## src/rtl/diff_enc_framer.sv

```systemverilog
// diff_enc_framer: DPSK frame assembler (ref bit, sync word, payload) paced by mod_busy.
// Optional payload scrambler: define DIFF_ENC_SCRAMBLE_EN.
`ifndef FRAME_TOTAL_LEN
`define FRAME_TOTAL_LEN 114
`endif

module diff_enc_framer #(
    parameter int                  SYNC_LEN    = 13,
    parameter logic [SYNC_LEN-1:0] SYNC_WORD   = 13'b1111100110101,
    parameter int                  PAYLOAD_LEN = `FRAME_TOTAL_LEN - 1 - SYNC_LEN
) (
    input  logic sys_clk,
    input  logic rst,
    input  logic src_data,
    input  logic src_valid,
    output logic src_ready,
    input  logic mod_busy,
    output logic diff_mod_data,
    output logic diff_mod_valid,
    output logic enc_busy,
    output logic frame_done
);

    typedef enum logic [2:0] {
        IDLE,
        REF,
        SYNC,
        PAYLOAD,
        WAIT_BUSY,
        WAIT_DONE
    } state_t;

    localparam logic [SYNC_LEN-1:0] SYNC_MSB = SYNC_LEN'(1) << (SYNC_LEN - 1);

    state_t      state_q, state_d;
    logic [15:0] cnt_q, cnt_d;
    logic        prev_q, prev_d;
    logic        data_d, valid_d, busy_d, done_d;
    logic        sync_bit, sync_last, pay_last, pay_bit;

    // Sync word is walked MSB first by masking with a shifting one-hot.
    assign sync_bit  = |(SYNC_WORD & (SYNC_MSB >> cnt_q));
    assign sync_last = (cnt_q == 16'(SYNC_LEN - 1));
    assign pay_last  = (cnt_q == 16'(PAYLOAD_LEN - 1));
    assign src_ready = (state_q == PAYLOAD);

`ifdef DIFF_ENC_SCRAMBLE_EN
    logic [6:0] scr_q;
    logic       scr_bit;

    assign scr_bit = scr_q[6] ^ scr_q[3];
    assign pay_bit = src_data ^ scr_bit;

    always_ff @(posedge sys_clk) begin
        if (rst) begin
            scr_q <= 7'h7F;
        end else if (state_q == SYNC && sync_last) begin
            scr_q <= 7'h7F;
        end else if (state_q == PAYLOAD && src_valid) begin
            scr_q <= {scr_q[5:0], scr_bit};
        end
    end
`else
    assign pay_bit = src_data;
`endif

    always_comb begin
        state_d = state_q;
        cnt_d   = cnt_q;
        prev_d  = prev_q;
        data_d  = diff_mod_data;
        valid_d = 1'b0;
        done_d  = 1'b0;
        unique case (state_q)
            IDLE: begin
                if (src_valid && !mod_busy) state_d = REF;
            end
            REF: begin
                data_d  = 1'b1;
                prev_d  = 1'b1;
                valid_d = 1'b1;
                cnt_d   = '0;
                state_d = SYNC;
            end
            SYNC: begin
                data_d  = sync_bit ^ prev_q;
                prev_d  = sync_bit ^ prev_q;
                valid_d = 1'b1;
                cnt_d   = cnt_q + 16'd1;
                if (sync_last) begin
                    cnt_d   = '0;
                    state_d = PAYLOAD;
                end
            end
            PAYLOAD: begin
                if (src_valid) begin
                    data_d  = pay_bit ^ prev_q;
                    prev_d  = pay_bit ^ prev_q;
                    valid_d = 1'b1;
                    cnt_d   = cnt_q + 16'd1;
                    if (pay_last) state_d = WAIT_BUSY;
                end
            end
            WAIT_BUSY: begin
                if (mod_busy) state_d = WAIT_DONE;
            end
            WAIT_DONE: begin
                if (!mod_busy) begin
                    state_d = IDLE;
                    done_d  = 1'b1;
                end
            end
            default: state_d = IDLE;
        endcase
        busy_d = (state_d != IDLE);
    end

    always_ff @(posedge sys_clk) begin
        if (rst) begin
            state_q        <= IDLE;
            cnt_q          <= '0;
            prev_q         <= 1'b1;
            diff_mod_data  <= 1'b0;
            diff_mod_valid <= 1'b0;
            enc_busy       <= 1'b0;
            frame_done     <= 1'b0;
        end else begin
            state_q        <= state_d;
            cnt_q          <= cnt_d;
            prev_q         <= prev_d;
            diff_mod_data  <= data_d;
            diff_mod_valid <= valid_d;
            enc_busy       <= busy_d;
            frame_done     <= done_d;
        end
    end

    // mod must stay idle while a frame is being emitted.
    emit_while_busy_a: assert property (@(posedge sys_clk) disable iff (rst)
        !(mod_busy && (state_q inside {REF, SYNC, PAYLOAD})));

endmodule

```

## config.mk

```make
export PLATFORM = sky130hd
export DESIGN_NAME = diff_enc_framer
export DESIGN_NICKNAME = d
export VERILOG_FILES = /design/src/rtl/diff_enc_framer.sv
export SDC_FILE = /design/constraint.sdc
export NUM_CORES = 1
export LEC_CHECK = 0
export ABC_AREA = 1
export BUFFER_PORTS_ARGS = -buffer_cell sky130_fd_sc_hd__clkbuf_2
export CAP_MARGIN = 10
export CORE_MARGIN = 2
export CORE_UTILIZATION = 55
export DETAILED_ROUTE_END_ITERATION = 7
export GPL_TIMING_DRIVEN = 0
export MAX_ROUTING_LAYER = met4
export PLACE_DENSITY = 0.74
export SKIP_CTS_REPAIR_TIMING = 1
export SLEW_MARGIN = 10
export SYNTH_ARGS = -nofsm -noshare
export SYNTH_HDL_FRONTEND = slang
export SYNTH_SLANG_ARGS = --single-unit
```

## constraint.sdc

```tcl
create_clock -name sys_clk -period 2 [get_ports sys_clk]
set_input_delay 0.4 -clock sys_clk [delete_from_list [all_inputs] [get_ports sys_clk]]
set_output_delay 0.4 -clock sys_clk [all_outputs]
set_load 0.03 [all_outputs]
```

==> impl_metrics.ini <==
[status]
status = finished clean

[drt]
viasPerCell = 5.26
vias = 1293
ant_nets = 0
post-route-drc-count = 0
dr.pass1.iters = 4
drtIter0Drc = 58
wl_per_cell_um = 11.5
finalWirelength_um = 2830

[sta]
setup_tns_ps = 0
final-hold-violation-count = 0
fin_skew_ps = 16.3
worst_pin_slew_ps = 423
slew_headroom_pct = 71.8
fmax_ghz = 0.547
min_period_ps = 1830
setup_viol = 0
finalMaxSlewViolations = 0
fin_crit_sh_pct = 91.5
setup_ws_ps = 170
rsz0062_at_grt = no
holdWs_ps = 265

[floorplanning]
fp-row-count = 18
top_level_ports = 10
start_util_pct = 56.4
die_area_mm2 = 0.00288
die_w_um = 53.7
fp.dieH_um = 53.7
core_mm2 = 0.00241

[setup_path]
critPathRequiredTime_ps = 1600
cp-end-kind = primary output
startpoint_type = flip-flop
critPathMaxFanout = 5
arrival_ps = 1430
critical_path_class = flip-flop to primary output

[synthesis]
ys_ff_latch = 24
netlist_area_mm2 = 0.00136
synth.distinct_cells = 28
ys_warn_count = 0
syn_inst = 204
ys_seq_area_share_pct = 35.4
avgSynthCellArea_um2 = 6.66
synth_fp_nets = 211

[power_and_ir_drop]
leakage_nw = 0.652
p_total_mw = 0.993
ir_drop_v = 0.000596
powerDensity_mw_per_mm2 = 667

[clock_tree]
clk_pin_slew_ps = 150
cts_tree = done
cts-buffers-inserted = 3
cts_max_path_buffers = 2
clock_latency_ps = 330
clock-sinks = 24
cts_root_buffer = clkbuf_4
htreeDepth = 1

[global_route]
grt_pass1_vias = 1113
antenna_found_initial = 0
grt_pass1_wl_um = 4800
grt_util_met3_pct = 3.89
grt.total_usage_pct = 22.8
grt_use_met2_pct = 33.1
met1_usage_pct = 31.6
grt_max_degree = 15
grt-ovfl-total = 0
grt-busiest-layer = met2

[placement]
port_buffers = 8
dp_hpwl_um = 2210
place.gp.congestion = 0.888
placedInstanceArea_mm2 = 0.00144
dp_slack_ps = 312

[cells_and_area]
fin_area_mm2 = 0.00149
area.growth.synth_to_final_pct = 9.58
antenna_cells = 0
fin_nets = 224
drive_above_1_share_pct = 13.9
fill_cells = 234

[min_path]
hp-class = input pin to flip-flop

[job]
drv_cap = 0
## Yosys cell counts
library cell	n	area share, %
ha_1	2	1.8
nor3_4	1	1.2
a31oi_1	2	0.92
nor4_1	1	0.46
nand3_1	14	5.2
and3_1	1	0.46
clkbuf_1	1	0.28
nand2_1	44	12
inv_2	3	0.83
a41oi_1	1	0.64
a21boi_0	1	0.55
xor2_1	3	1.9
nor3_1	7	2.6
nand4_1	2	0.92
o21ai_0	10	3.7
nand2_2	3	1.4
o21ai_4	1	1.2
nor3b_1	1	0.55
buf_6	3	2.5
a21oi_1	8	2.9
nor2_1	35	9.7
nor3_2	3	2.2
dfxtp_1	24	35
a21oi_2	1	0.64
nor2_4	1	0.83
and2_1	1	0.46
nor2_2	2	0.92
inv_1	28	7.7
## final cells by class
cell class,instances,area [µm²],share of cell area (%)
clock buffers,3,22.5,1.51
clock inverters,1,30.0,2.02
multi-input cells,145,724,48.7
plain buffers,4,37.5,2.52
well taps,30,37.5,2.52
inverters,31,116,7.82
repair buffers,8,40.0,2.69
flip-flops and latches,24,480,32.3
## sequential cells by signal, summed over array words and instances (netlist names)
signal,count
prev_q,1
enc_busy,1
cnt_q,16
frame_done,1
diff_mod_valid,1
state_q,3
diff_mod_data,1
## stage by stage
step	util [%]	cells
2_1_floorplan	-	204
4_1_cts	61.8	246
5_1_grt	61.8	246
3_3_place_gp	59.6	242
6_report	61.8	246
3_5_place_dp	59.6	242
## worst max-delay path: stages, from the launching register on
cell and delay [ps]:
dfxtp_1 420, inv_2 80, nor2_4 130, nand2_2 100, inv_1 150, clkbuf_2 230
## logic make-up after synthesis
family,after synthesis,synth area share (%)
buffers and inverters,35,11.3
AOI/OAI and AO/OA,24,10.6
xor gates and xnor gates,3,1.93
DFF,24,35.4
and+or+nand+nor,116,39.0
adders and majority gates,2,1.84
## report_power, final
group          total [mW]  internal, mW  switching (mW)  leakage [nW]
sequential          0.504         0.493          0.0112         0.194
clock               0.361         0.203           0.158        0.0279
combinational       0.129        0.0446          0.0840         0.430
## final timing paths
kind	start	to	slack (ps)	cells past startpoint
setup reg to reg	cnt_q[10]	cnt_q[7]	230	11
hold reg to reg	diff_mod_data	diff_mod_data	490	2
hold / removal	mod_busy	frame_done	260	2
setup / recovery	state_q[1]	src_ready	170	5
## metal layers
| layer | part of all wire (%) | wire [µm] |
|---|---|---|
| met1 | 50 | 1410 |
| met2 | 45 | 1270 |
| met3 | 3.7 | 104 |
| met4 | 1.5 | 42 |
| met5 | 0 | 0 |
## cell usage in the layout, fill, tap and decap left out, types with 2 or more instances in the layout
cell       n
a21oi_1    8
a31oi_1    2
buf_6      3
clkbuf_2   8
clkbuf_4   3
dfxtp_1   24
ha_1       2
inv_1     28
inv_2      3
nand2_1   44
nand2_2    3
nand3_1   14
nand4_1    2
nor2_1    35
nor2_2     2
nor3_1     7
nor3_2     3
o21ai_0   10
xor2_1     3
Power figures use the tool's default switching activity.
